File: config.mk
export PLATFORM = sky130hd
export DESIGN_NAME = tpu_job_scheduler
export DESIGN_NICKNAME = d
export VERILOG_FILES = /design/src/rtl/tpu_job_scheduler.sv
export SDC_FILE = /design/constraint.sdc
export NUM_CORES = 1
export LEC_CHECK = 0
export CAP_MARGIN = 25
export CELL_PAD_IN_SITES_DETAIL_PLACEMENT = 1
export CELL_PAD_IN_SITES_GLOBAL_PLACEMENT = 1
export CORE_MARGIN = 1
export CORE_UTILIZATION = 47
export CTS_CLUSTER_DIAMETER = 30
export CTS_CLUSTER_SIZE = 40
export DETAILED_ROUTE_END_ITERATION = 16
export DONT_BUFFER_PORTS = 1
export PLACE_DENSITY = 0.88
export SETUP_SLACK_MARGIN = 0.02
export SLEW_MARGIN = 20
export SYNTH_ARGS = -nofsm -noshare
export SYNTH_HDL_FRONTEND = slang
export SYNTH_SLANG_ARGS = --single-unit
File: constraint.sdc
create_clock -name clk -period 4.3 [get_ports clk]
set_input_delay 0.215 -clock clk [delete_from_list [all_inputs] [get_ports clk]]
set_output_delay 0.215 -clock clk [all_outputs]
set_load 0.01 [all_outputs]
File: src/rtl/tpu_job_scheduler.sv
// Round-robin scheduler that hands the systolic-array control unit to one job at a time.
// Optional WAIT-state watchdog abort is enabled by defining TPU_SCHED_WATCHDOG_EN.
module tpu_job_scheduler #(
  parameter int numRequesters  = 4,
  parameter int matrixSize     = 8,
  parameter int tileCountWidth = 8
) (
  input  logic                                           clk,
  input  logic                                           reset,
  input  logic [numRequesters-1:0]                       reqValid,
  input  logic [numRequesters-1:0][tileCountWidth-1:0]   reqTiles,
  output logic [numRequesters-1:0]                       reqReady,
  output logic                                           tpuStart,
  input  logic                                           tpuDone,
  output logic                                           busy,
  output logic [$clog2(numRequesters)-1:0]               grantId,
  output logic [tileCountWidth-1:0]                      tilesRemaining,
  output logic                                           jobDone,
  output logic [$clog2(numRequesters)-1:0]               jobDoneId
`ifdef TPU_SCHED_WATCHDOG_EN
  ,
  output logic                                           timeoutError,
  output logic                                           timeoutSticky
`endif
);

  localparam int idW = $clog2(numRequesters);

  if (numRequesters < 2 || matrixSize < 1) begin : g_param_check
    $error("tpu_job_scheduler: numRequesters must be >= 2 and matrixSize >= 1");
  end

  typedef enum logic [1:0] {IDLE, ISSUE, WAIT, COMPLETE} state_t;

  state_t                    stateReg, stateNext;
  logic [idW-1:0]            grantReg, grantNext;
  logic [idW-1:0]            rrPtrReg, rrPtrNext;
  logic [tileCountWidth-1:0] tilesReg, tilesNext;

  logic                      winnerFound;
  logic [idW-1:0]            winner;
  logic [idW:0]              searchSum;

`ifdef TPU_SCHED_WATCHDOG_EN
  localparam int wdLimit = 3 * matrixSize + 8;
  localparam int wdW     = $clog2(wdLimit + 1);

  logic [wdW-1:0] wdCountReg, wdCountNext;
  logic           abortReg, abortNext;
  logic           stickyReg, stickyNext;
`endif

  // Winner is the first pending requester at or after rrPtr, wrapping around.
  always_comb begin
    winnerFound = 1'b0;
    winner      = '0;
    searchSum   = '0;
    for (int i = 0; i < numRequesters; i++) begin
      searchSum = {1'b0, rrPtrReg} + (idW+1)'(i);
      if (searchSum >= (idW+1)'(numRequesters))
        searchSum = searchSum - (idW+1)'(numRequesters);
      if (!winnerFound && reqValid[searchSum[idW-1:0]]) begin
        winnerFound = 1'b1;
        winner      = searchSum[idW-1:0];
      end
    end
  end

  always_comb begin
    stateNext = stateReg;
    grantNext = grantReg;
    rrPtrNext = rrPtrReg;
    tilesNext = tilesReg;
    reqReady  = '0;
    tpuStart  = 1'b0;
    jobDone   = 1'b0;
    jobDoneId = '0;
`ifdef TPU_SCHED_WATCHDOG_EN
    wdCountNext = wdCountReg;
    abortNext   = abortReg;
    stickyNext  = stickyReg;
`endif
    unique case (stateReg)
      IDLE: begin
        if (winnerFound) begin
          // reqReady is combinational, so it is gated to stay low while reset is held.
          reqReady[winner] = reset;
          grantNext        = winner;
          tilesNext        = reqTiles[winner];
          stateNext        = (reqTiles[winner] == '0) ? COMPLETE : ISSUE;
        end
      end
      ISSUE: begin
        tpuStart  = 1'b1;
        stateNext = WAIT;
`ifdef TPU_SCHED_WATCHDOG_EN
        wdCountNext = '0;
`endif
      end
      WAIT: begin
        if (tpuDone) begin
          tilesNext = tilesReg - tileCountWidth'(1);
          stateNext = (tilesReg == tileCountWidth'(1)) ? COMPLETE : ISSUE;
        end
`ifdef TPU_SCHED_WATCHDOG_EN
        else if (wdCountReg == wdW'(wdLimit - 1)) begin
          stateNext  = COMPLETE;
          abortNext  = 1'b1;
          stickyNext = 1'b1;
        end else begin
          wdCountNext = wdCountReg + wdW'(1);
        end
`endif
      end
      COMPLETE: begin
        jobDone   = 1'b1;
        jobDoneId = grantReg;
        rrPtrNext = (grantReg == idW'(numRequesters - 1)) ? '0 : grantReg + idW'(1);
        stateNext = IDLE;
`ifdef TPU_SCHED_WATCHDOG_EN
        abortNext = 1'b0;
`endif
      end
      default: stateNext = IDLE;
    endcase
  end

  always_ff @(posedge clk or negedge reset) begin
    if (!reset) begin
      stateReg <= IDLE;
      grantReg <= '0;
      rrPtrReg <= '0;
      tilesReg <= '0;
`ifdef TPU_SCHED_WATCHDOG_EN
      wdCountReg <= '0;
      abortReg   <= 1'b0;
      stickyReg  <= 1'b0;
`endif
    end else begin
      stateReg <= stateNext;
      grantReg <= grantNext;
      rrPtrReg <= rrPtrNext;
      tilesReg <= tilesNext;
`ifdef TPU_SCHED_WATCHDOG_EN
      wdCountReg <= wdCountNext;
      abortReg   <= abortNext;
      stickyReg  <= stickyNext;
`endif
    end
  end

  assign busy           = (stateReg != IDLE);
  assign grantId        = grantReg;
  assign tilesRemaining = tilesReg;

`ifdef TPU_SCHED_WATCHDOG_EN
  assign timeoutError  = (stateReg == COMPLETE) && abortReg;
  assign timeoutSticky = stickyReg;
`endif

endmodule
# ---- Word-level counts from Yosys, hierarchy flattened
# Index checks and enable logic that the tools add are counted.
dict set report word_totals {
  ff_bits 14
  input_bits 39
  out_inout_bits 19
  elab_cells 83
}
dict set report op_classes {
  add_sub_neg 9
  n_lt_le_gt_ge 10
  eq_ne 7
  n_mux 38
  bitwise 1
  n_reduce_logical 14
}
# op n
set op_table {}
lappend op_table {{two-way mux 2 bit} 14}
lappend op_table {{two-way mux 8 bit} 3}
lappend op_table {{binary-select mux 8 bit (select 2 bit)} 1}
lappend op_table {{one-hot mux 8 bit (2 select lines)} 1}
lappend op_table {{< comparator 2 x 3 -> 1 bit, second input constant} 5}
lappend op_table {{two-way mux 1 bit} 11}
lappend op_table {{>= comparator 3 bit, second input constant} 3}
lappend op_table {{binary-select mux 1 bit (select 2 bit)} 4}
lappend op_table {{equality test 8 x 1 -> 1 bit, second input constant} 1}
lappend op_table {{zero test 8 bit} 1}
lappend op_table {{two-way mux 4 bit} 2}
lappend op_table {{one-hot mux 2 bit (4 select lines)} 1}
lappend op_table {{subtractor 2 x 1 -> 2 bit, second input constant} 4}
lappend op_table {{subtractor 8 x 1 -> 8 bit, second input constant} 1}
lappend op_table {{adder 2 x 2 -> 3 bit, second input constant} 2}
lappend op_table {{equality test 2 bit, second input constant} 3}
lappend op_table {{bitwise AND 4 bit} 1}
lappend op_table {{logical AND 1 bit} 4}
lappend op_table {{!= test 2 bit, second input constant} 2}
lappend op_table {{AND reduction 2 bit} 2}
lappend op_table {{nonzero test 2 bit} 2}
lappend op_table {{adder 2 x 1 -> 3 bit, second input constant} 1}
lappend op_table {{>= comparator 2 x 3 -> 1 bit, second input constant} 1}
lappend op_table {{zero test 1 bit} 3}
lappend op_table {{other kinds (6)} 6}

# ---- Logic depth before layout (Yosys ltp)
# Gate-level depths: netlist of the first run.
dict set report depth {
  word_depth 21
  ltp_mapped 8
  ltp_nobuf 7
}

# ---- Worst setup path before layout of the first run
# No wires, ideal clock.
dict set report synth_path {
  path_kind {flip-flop to flip-flop}
  startpoint {reg rrPtrReg[1]}
  endpoint {reg stateReg[1]}
  setup_time_ps 90
  arrival_time_ps 1715
  t_required_ps 4210
  path_slack_ps 2495
  path_stages_with_launch 9
  path_buffers 1
  period_less_slack_ps 1805
  cell_sequence {dfrtp_1 and2_4 o2bb2ai_2 or2_1 buf_6 a211oi_4 a2bb2oi_2 a41oi_1 o221ai_1}
}
dict set report synth_via {
  elab_chain_cells 20
  elab_cells_between_ends 45
  cone_classes {7 x add/sub; 4 x order compare; 1 x eq/ne; 25 x mux; 8 x reduce/logical}
}
# item line
set synth_rtl {}
lappend synth_rtl {{start: declaration} 37} ;# logic [idW-1:0] rrPtrReg, rrPtrNext;
lappend synth_rtl {{start signal: assignment} 142} ;# rrPtrReg <= rrPtrNext;
lappend synth_rtl {{branches (longest 20 deep; another with adder 2 x 1 -> 3 bit)} --}
lappend synth_rtl {{end signal: assignment} 140} ;# stateReg <= stateNext;
lappend synth_rtl {{end: declaration} 35} ;# state_t stateReg, stateNext;
# Several ways; the timed one is not identified. The select of a mux whose other input is x is not followed.
# A chain may end at the register's enable or synchronous reset.

# ---- Worst setup path after layout of the first run
dict set report layout_path {
  startpoint {reg rrPtrReg[1]}
  endpoint {out reqReady[3]}
}
dict set report layout_via {
  elab_chain_cells 21
  elab_cells_between_ends 45
  cone_classes {7 x add/sub; 6 x order compare; 24 x mux; 1 x bitwise; 7 x reduce/logical}
}
# item line
set layout_rtl {}
lappend layout_rtl {{branches (longest 19 deep; another with adder 2 x 1 -> 3 bit)} --}
lappend layout_rtl {{two-way mux 4 bit (*)} 85} ;# if (winnerFound) begin
lappend layout_rtl {{two-way mux 4 bit (*)} 83} ;# unique case (stateReg)
lappend layout_rtl {{end: declaration} 12} ;# output logic [numRequesters-1:0] reqReady,
# Mark *: on every way between the ends. The select of a mux whose other input is x is not followed.

==> key figures, run 1 <==
Detailed routing
  • Met3 routed WL: 164 um
  • Drt drc: 0
  • Via count: 1384
  • Antenna-violating nets left: 0
  • Routed WL per cell: 19.3 um
  • Initial DRC count: 43
  • Vias per cell: 6.59
  • Max layer used: met4
  • Met1 wire length: 1890 um
  • Drt first pass iters: 4
  • WL met2: 1920 um
  • Total Routed Length: 4050 um

Setup path
  • CP max-delay cell: nor2_1
  • Critical Path Source Type: register
  • CP endpoint kind: primary output
  • Worst reg-to-reg path cell count: 7
  • RR Endpoint: stateReg[1]
  • WS Path Type: reg2out
  • Crit-path max FO: 11
  • Critical path capture point: reqReady[3]
  • Critical Path Source: rrPtrReg[1]
  • Most used cell along the critical path: nor2_1
  • Peak per-stage delay on the critical path: 600 ps
  • Reg2reg setup slack: 1950 ps
  • WP buf/inv: 0
  • Crit path required time: 4090 ps
  • Worst Path Arrival: 2180 ps
  • RR Startpoint: rrPtrReg[1]
  • CP Cell Sequence: mux2i_1 -> o2bb2ai_2 -> nor2_1 -> nand3_1 -> nor2_1
  • Critical path's top delay family: simple AND/OR/NAND/NOR gates
  • Stages on the worst setup path: 5

Global route
  • Initial antenna violation count: 0
  • Total track usage: 0.264
  • Largest net degree at the start of global routing: 18
  • First-pass GRT wire length: 6690 um
  • Total gr overflow: 0
  • Number of global-route vias before repair: 1387

Power and ir drop
  • Seq pwr share: 0.302
  • Pwr dens: 756 nW/um^2
  • Gate power share: 0.606
  • Leakage: 0.577 nW
  • VDD IR-drop max: 0.000364 V
  • Clock share of power: 0.092
  • Net Sw Power: 575 uW
  • Internal power: 485 uW
  • Sw Ratio: 0.542

Floorplanning
  • Initial Util: 0.496
  • # rows: 19
  • Core area: 2760 sq um
  • Die area: 3130 sq um
  • Die H: 56.0 um
  • I/O pins: 58
  • Chip width: 56.0 um

Clock tree
  • CTS tree: built
  • H-tree Lvls: 1
  • Clock transition at path regs: 90 ps
  • CTS Buffer Depth: 2
  • Clk root buf: clkbuf_4
  • Sink Count: 14
  • Post-CTS Resized: 0
  • Inserted Clock Buffers: 3
  • Clock Latency Late Sink: 290 ps
  • Post-CTS Setup Repair Bufs: 0

Final layout
  • Share of post-route cells with drive strength above 1: 0.112
  • Area Growth Syn to Fin: 2.47%
  • # diodes: 0
  • Fill cells: 350
  • NumNets Final: 222
  • Non-filler cells, final: 210

Place
  • Port bufs: 0
  • GP Congestion: 0.842
  • # placed instances: 205
  • Post-DP HPWL: 3220 um
  • Post-placement worst setup slack: 2010 ps

STA
  • RSZ-0062 raised after global routing: no
  • Worst-Margin Slew: 841 ps
  • FMAX: 0.417 GHz
  • Worst slew margin: 0.439
  • Final critical-path share of the clock period: 0.557
  • Worst-case clock skew: 2.68 ps
  • Final Hold Fails: 0
  • Max-slew violations: 0
  • Fin worst setup slack: 1900 ps
  • Final Critical Period: 2400 ps
  • Fin Hold WS: 210 ps
  • Setup violators final: 0
  • Fin Setup TNS: 0 ps

Outcome
  • Status: complete, no violations

Worst hold path
  • Hold crit path type: in2reg

Synthesis
  • Synth area leaders: dfrtp_1, nand3_1, o21ai_0
  • Most frequent cells after synthesis: nand3_1, o21ai_0, nor2_1, dfrtp_1, nand2_1
  • Synthesis-stage register bit count: 14
  • Syn avg cell area: 7.52 sq um
  • Seq/Total Area, Yosys: 0.256
  • Post-synth cell types: 47
  • Post-synth top area cell: dfrtp_1
  • Ys async rst share: 1.00
  • Syn Std Cell Area: 1370 sq um
  • Most used DFF post-synth: dfrtp_1
  • EDFF count, synth: 0
  • Gate Count Post-Synth: 182
  • Synth warnings: 0
  • Most common cell in the netlist: nand3_1
  • Mapped Nets: 224
  • Synth top area share: 0.256

Run
  • Maxcap violations: 0
-- per-stage QoR --
stage	power, mW	utilization	cell area [sq um]
finish	1.06	0.509	1400
global route	1.15	0.509	1400
CTS	1.06	0.509	1400
detailed placement	0.957	0.492	1360
global placement	0.910	0.492	1360
floorplan	0.817	-	1370
-- what timing repair did --
| action | 4_1_cts | 5_1_grt |
|---|---|---|
| hold buffers | 1 | 0 |
| setup endpoints to repair | 0 | 0 |
| hold endpoints to repair | 14 | 0 |
-- per-layer routing --
metal | vias up | GRT usage
li1 | 662 | -
met1 | 667 | 0.370
met2 | 48 | 0.439
met3 | 7 | 0.0116
met4 | 0 | 0.0836
met5 | - | 0
-- flip-flops by register name, summed over array words and instances, names as in the netlist --
register,count
tilesRemaining,8
grantId,2
rrPtrReg,2
stateReg,2
-- cell usage in the layout (no fill, tap or decap), types with 2 or more instances in the layout --
cell type / Yosys / layout
nor2_1: 15 / 15
a21oi_1: 9 / 9
nor3b_1: 2 / 2
clkbuf_4: 0 / 3
o21ai_0: 20 / 20
nor3_1: 6 / 6
nand2_1: 10 / 10
a31oi_1: 4 / 4
o21ai_1: 5 / 5
ha_1: 3 / 3
inv_1: 9 / 9
and3_1: 6 / 6
dfrtp_1: 14 / 14
nor2b_1: 2 / 2
o21a_1: 2 / 2
nand3_1: 33 / 33
nand2b_1: 6 / 6
a22oi_2: 2 / 2
-- logic make-up (layout without fill, tap and decap cells) --
kind of cell,count (synthesis),count (layout),share of synthesized area
flip-flops,14,14,0.256
AND/OR/NAND/NOR,88,88,0.330
buffers and inverters,17,14,0.0622
multiplexers,2,2,0.0155
AO/OA/AOI/OAI,58,58,0.309
adder cells (fa/ha/maj),3,3,0.0274
-- power groups by stage --
stage	sequential, mW	combinational, mW	clock [mW]
floorplan	0.291	0.526	0
global placement	0.314	0.595	0
detailed placement	0.324	0.633	0
CTS	0.321	0.639	0.0972
global route	0.336	0.714	0.0999
finish	0.321	0.642	0.0975
-- worst min-delay path by stage --
stage | startpoint | slack [ps] | cells after the start | to
global route | reqValid[3] | 260 | 2 | stateReg[1]
detailed placement | reset | -80 | 0 | rrPtrReg[0]
CTS | reqValid[3] | 220 | 2 | stateReg[1]
finish | reqValid[3] | 210 | 2 | stateReg[1]
floorplan | reset | -80 | 0 | grantId[0]
global placement | reset | -80 | 0 | rrPtrReg[0]
-- layout make-up --
class,count,area [sq um],share of cell area
clock buffer,4,36.3,0.0259
multi-input combinational,151,933,0.665
inverter,9,33.8,0.0241
sequential,14,350,0.250
timing repair buffer,1,10.0,0.00714
tap,31,38.8,0.0277
No activity file was read; power rests on OpenSTA's default activity.
==> inputs of run 2 (changes only) <==
--- a/config.mk
+++ b/config.mk
@@ -9,12 +9,12 @@
 export CELL_PAD_IN_SITES_DETAIL_PLACEMENT = 1
 export CELL_PAD_IN_SITES_GLOBAL_PLACEMENT = 1
 export CORE_MARGIN = 1
-export CORE_UTILIZATION = 47
+export CORE_UTILIZATION = 44
 export CTS_CLUSTER_DIAMETER = 30
 export CTS_CLUSTER_SIZE = 40
 export DETAILED_ROUTE_END_ITERATION = 16
 export DONT_BUFFER_PORTS = 1
-export PLACE_DENSITY = 0.88
+export PLACE_DENSITY = 0.83
 export SETUP_SLACK_MARGIN = 0.02
 export SLEW_MARGIN = 20
 export SYNTH_ARGS = -nofsm -noshare
==> constraint.sdc (replaced) <==
create_clock -name clk -period 2.5 [get_ports clk]
set_input_delay 0.125 -clock clk [delete_from_list [all_inputs] [get_ports clk]]
set_output_delay 0.125 -clock clk [all_outputs]
set_load 0.01 [all_outputs]
==> key figures, run 2 (synthesis gave the netlist of run 1 again) <==
Place
  • Post-DP HPWL: 3320 um
  • Port bufs: 0
  • GP Congestion: 0.885

Final layout
  • Most common cell after layout, fill and taps aside: nand3_1
  • Share of post-route cells with drive strength above 1: 0.126
  • Area of the multi-input gates: 933 sq um
  • Max reg flops: 8
  • Fill cells: 370
  • NumNets Final: 225
  • Area Growth Syn to Fin: 4.11%
  • Flip-flop and latch area: 350 sq um
  • # diodes: 0
  • Leading cell types in the layout, fill and taps excluded: nand3_1, o21ai_0, nor2_1

Setup path
  • Worst reg-to-reg path cell count: 7
  • RR Startpoint: rrPtrReg[1]
  • Crit-path max FO: 9
  • Crit path required time: 2380 ps
  • WP buf/inv: 1
  • Reg2reg setup slack: 330 ps
  • RR Endpoint: stateReg[1]
  • CP endpoint kind: primary output
  • Critical Path Source Type: register
  • Most used cell along the critical path: nor2_1
  • CP max-delay cell: nor2_1
  • Peak per-stage delay on the critical path: 490 ps
  • Worst Path Arrival: 2120 ps
  • WS Path Type: reg2out
  • Critical path's top delay family: simple AND/OR/NAND/NOR gates
  • CP Cell Sequence: mux2i_1 -> o2bb2ai_2 -> nor2_1 -> buf_4 -> nand3_1 -> nor2_1

Clock tree
  • CTS tree: built
  • Post-CTS Resized: 0
  • Post-CTS Setup Repair Bufs: 0
  • Inserted Clock Buffers: 3
  • Sink Count: 14
  • CTS Buffer Depth: 2
  • Clk root buf: clkbuf_4
  • Clock Latency Late Sink: 280 ps
  • H-tree Lvls: 1
  • Clock transition at path regs: 90 ps

Floorplanning
  • # rows: 19
  • Chip width: 57.8 um
  • Die H: 57.8 um
  • Die area: 3340 sq um
  • Core area: 2850 sq um
  • Initial Util: 0.480
  • I/O pins: 58

Worst hold path
  • Hold crit path type: in2reg
  • Hold Path Stages: 2
  • Hold_sp: reqValid[3]
  • Hold EP: stateReg[1]

Detailed routing
  • Antenna-violating nets left: 0
  • Total Routed Length: 4150 um
  • Drt first pass iters: 10
  • Initial DRC count: 49
  • Drt drc: 3
  • Routed WL per cell: 19.5 um
  • Vias per cell: 6.49
  • Via count: 1383

Power and ir drop
  • Seq pwr share: 0.295
  • Sw Ratio: 0.537
  • Net Sw Power: 997 uW
  • Gate power share: 0.615
  • Pwr dens: 1300 nW/um^2
  • Leakage: 0.592 nW
  • VDD IR-drop max: 0.000455 V
  • Clock share of power: 0.090
  • Total power: 1.86 mW
  • Internal power: 860 uW

Outcome
  • Status: finished, violations left
  • Failing checks: design-rule violations

STA
  • Final critical-path share of the clock period: 0.899
  • Max-slew violations: 0
  • Worst-Margin Slew: 840 ps
  • Setup violators final: 0
  • Final Critical Period: 2250 ps
  • FMAX: 0.445 GHz
  • RSZ-0062 raised after global routing: no
  • Final Hold Fails: 0
  • Worst slew margin: 0.440
  • Worst-case clock skew: 5.27 ps
  • Fin Setup TNS: 0 ps

Run
  • Maxcap violations: 0

Global route
  • Initial antenna violation count: 0
  • Total track usage: 0.268
  • Grt peak-use layer: met2
  • Met2 Track Usage GR: 0.449
  • Met3 Usage GRT: 0.0379
  • First-pass GRT wire length: 6950 um
  • GR Layer Usage met1: 0.358
  • Total gr overflow: 0
  • Largest net degree at the start of global routing: 18
  • Number of global-route vias before repair: 1466
## run 2: power groups by stage
stage	combinational, mW	clock (mW)	sequential (mW)
floorplan	0.905	0	0.500
CTS	1.14	0.166	0.548
detailed placement	1.12	0	0.552
global placement	1.06	0	0.538
finish	1.14	0.167	0.547
global route	1.28	0.184	0.574
## run 2: worst register-to-register path: stages (launching register included)
cell and delay (ps):
dfrtp_1 450, mux2i_1 250, o2bb2ai_2 100, nor2_1 490, nand3_1 190, a22oi_1 290, a41oi_1 150, o221ai_1 180
## run 2: worst max-delay path by stage
stage	cells past startpoint	startpoint	endpoint	slack, ps
CTS	6	rrPtrReg[1]	reqReady[1]	250
global route	7	rrPtrReg[1]	stateReg[1]	50
global placement	7	rrPtrReg[1]	stateReg[1]	480
detailed placement	7	rrPtrReg[1]	stateReg[1]	380
finish	6	rrPtrReg[1]	reqReady[3]	250
floorplan	8	rrPtrReg[1]	stateReg[1]	700
## run 2: stage by stage
step                      instances   util  area [sq um]  hold slack, ps  worst slack [ps]
after CTS                       213  0.500          1430             114               254
after floorplan                 182      -          1370            -171               695
final                           213  0.500          1430             120               253
after global routing            213  0.500          1430             126              48.1
after global placement          208  0.483          1380            -170               477
after detailed placement        208  0.483          1380            -170               375
## run 2: cell type report
type                            count  area share
Inverter                            9      0.0237
Timing Repair Buffer                4      0.0228
Sequential cell                    14       0.246
Tap cell                           31      0.0272
Multi-Input combinational cell    151       0.655
Clock buffer                        4      0.0255
## run 2: repair_timing
action / 4_1_cts / 5_1_grt
endpoints found under the setup margin: 0 / 0
endpoints found under the hold margin: 14 / 0
hold buffers: 1 / 0
## run 2: per-layer routing
metal	part of all wire	vias up	wire, um
met5	0	-	0
met4	0.011	0	46
met3	0.044	6	182
met2	0.48	46	2010
met1	0.46	665	1910
li1	-	666	-
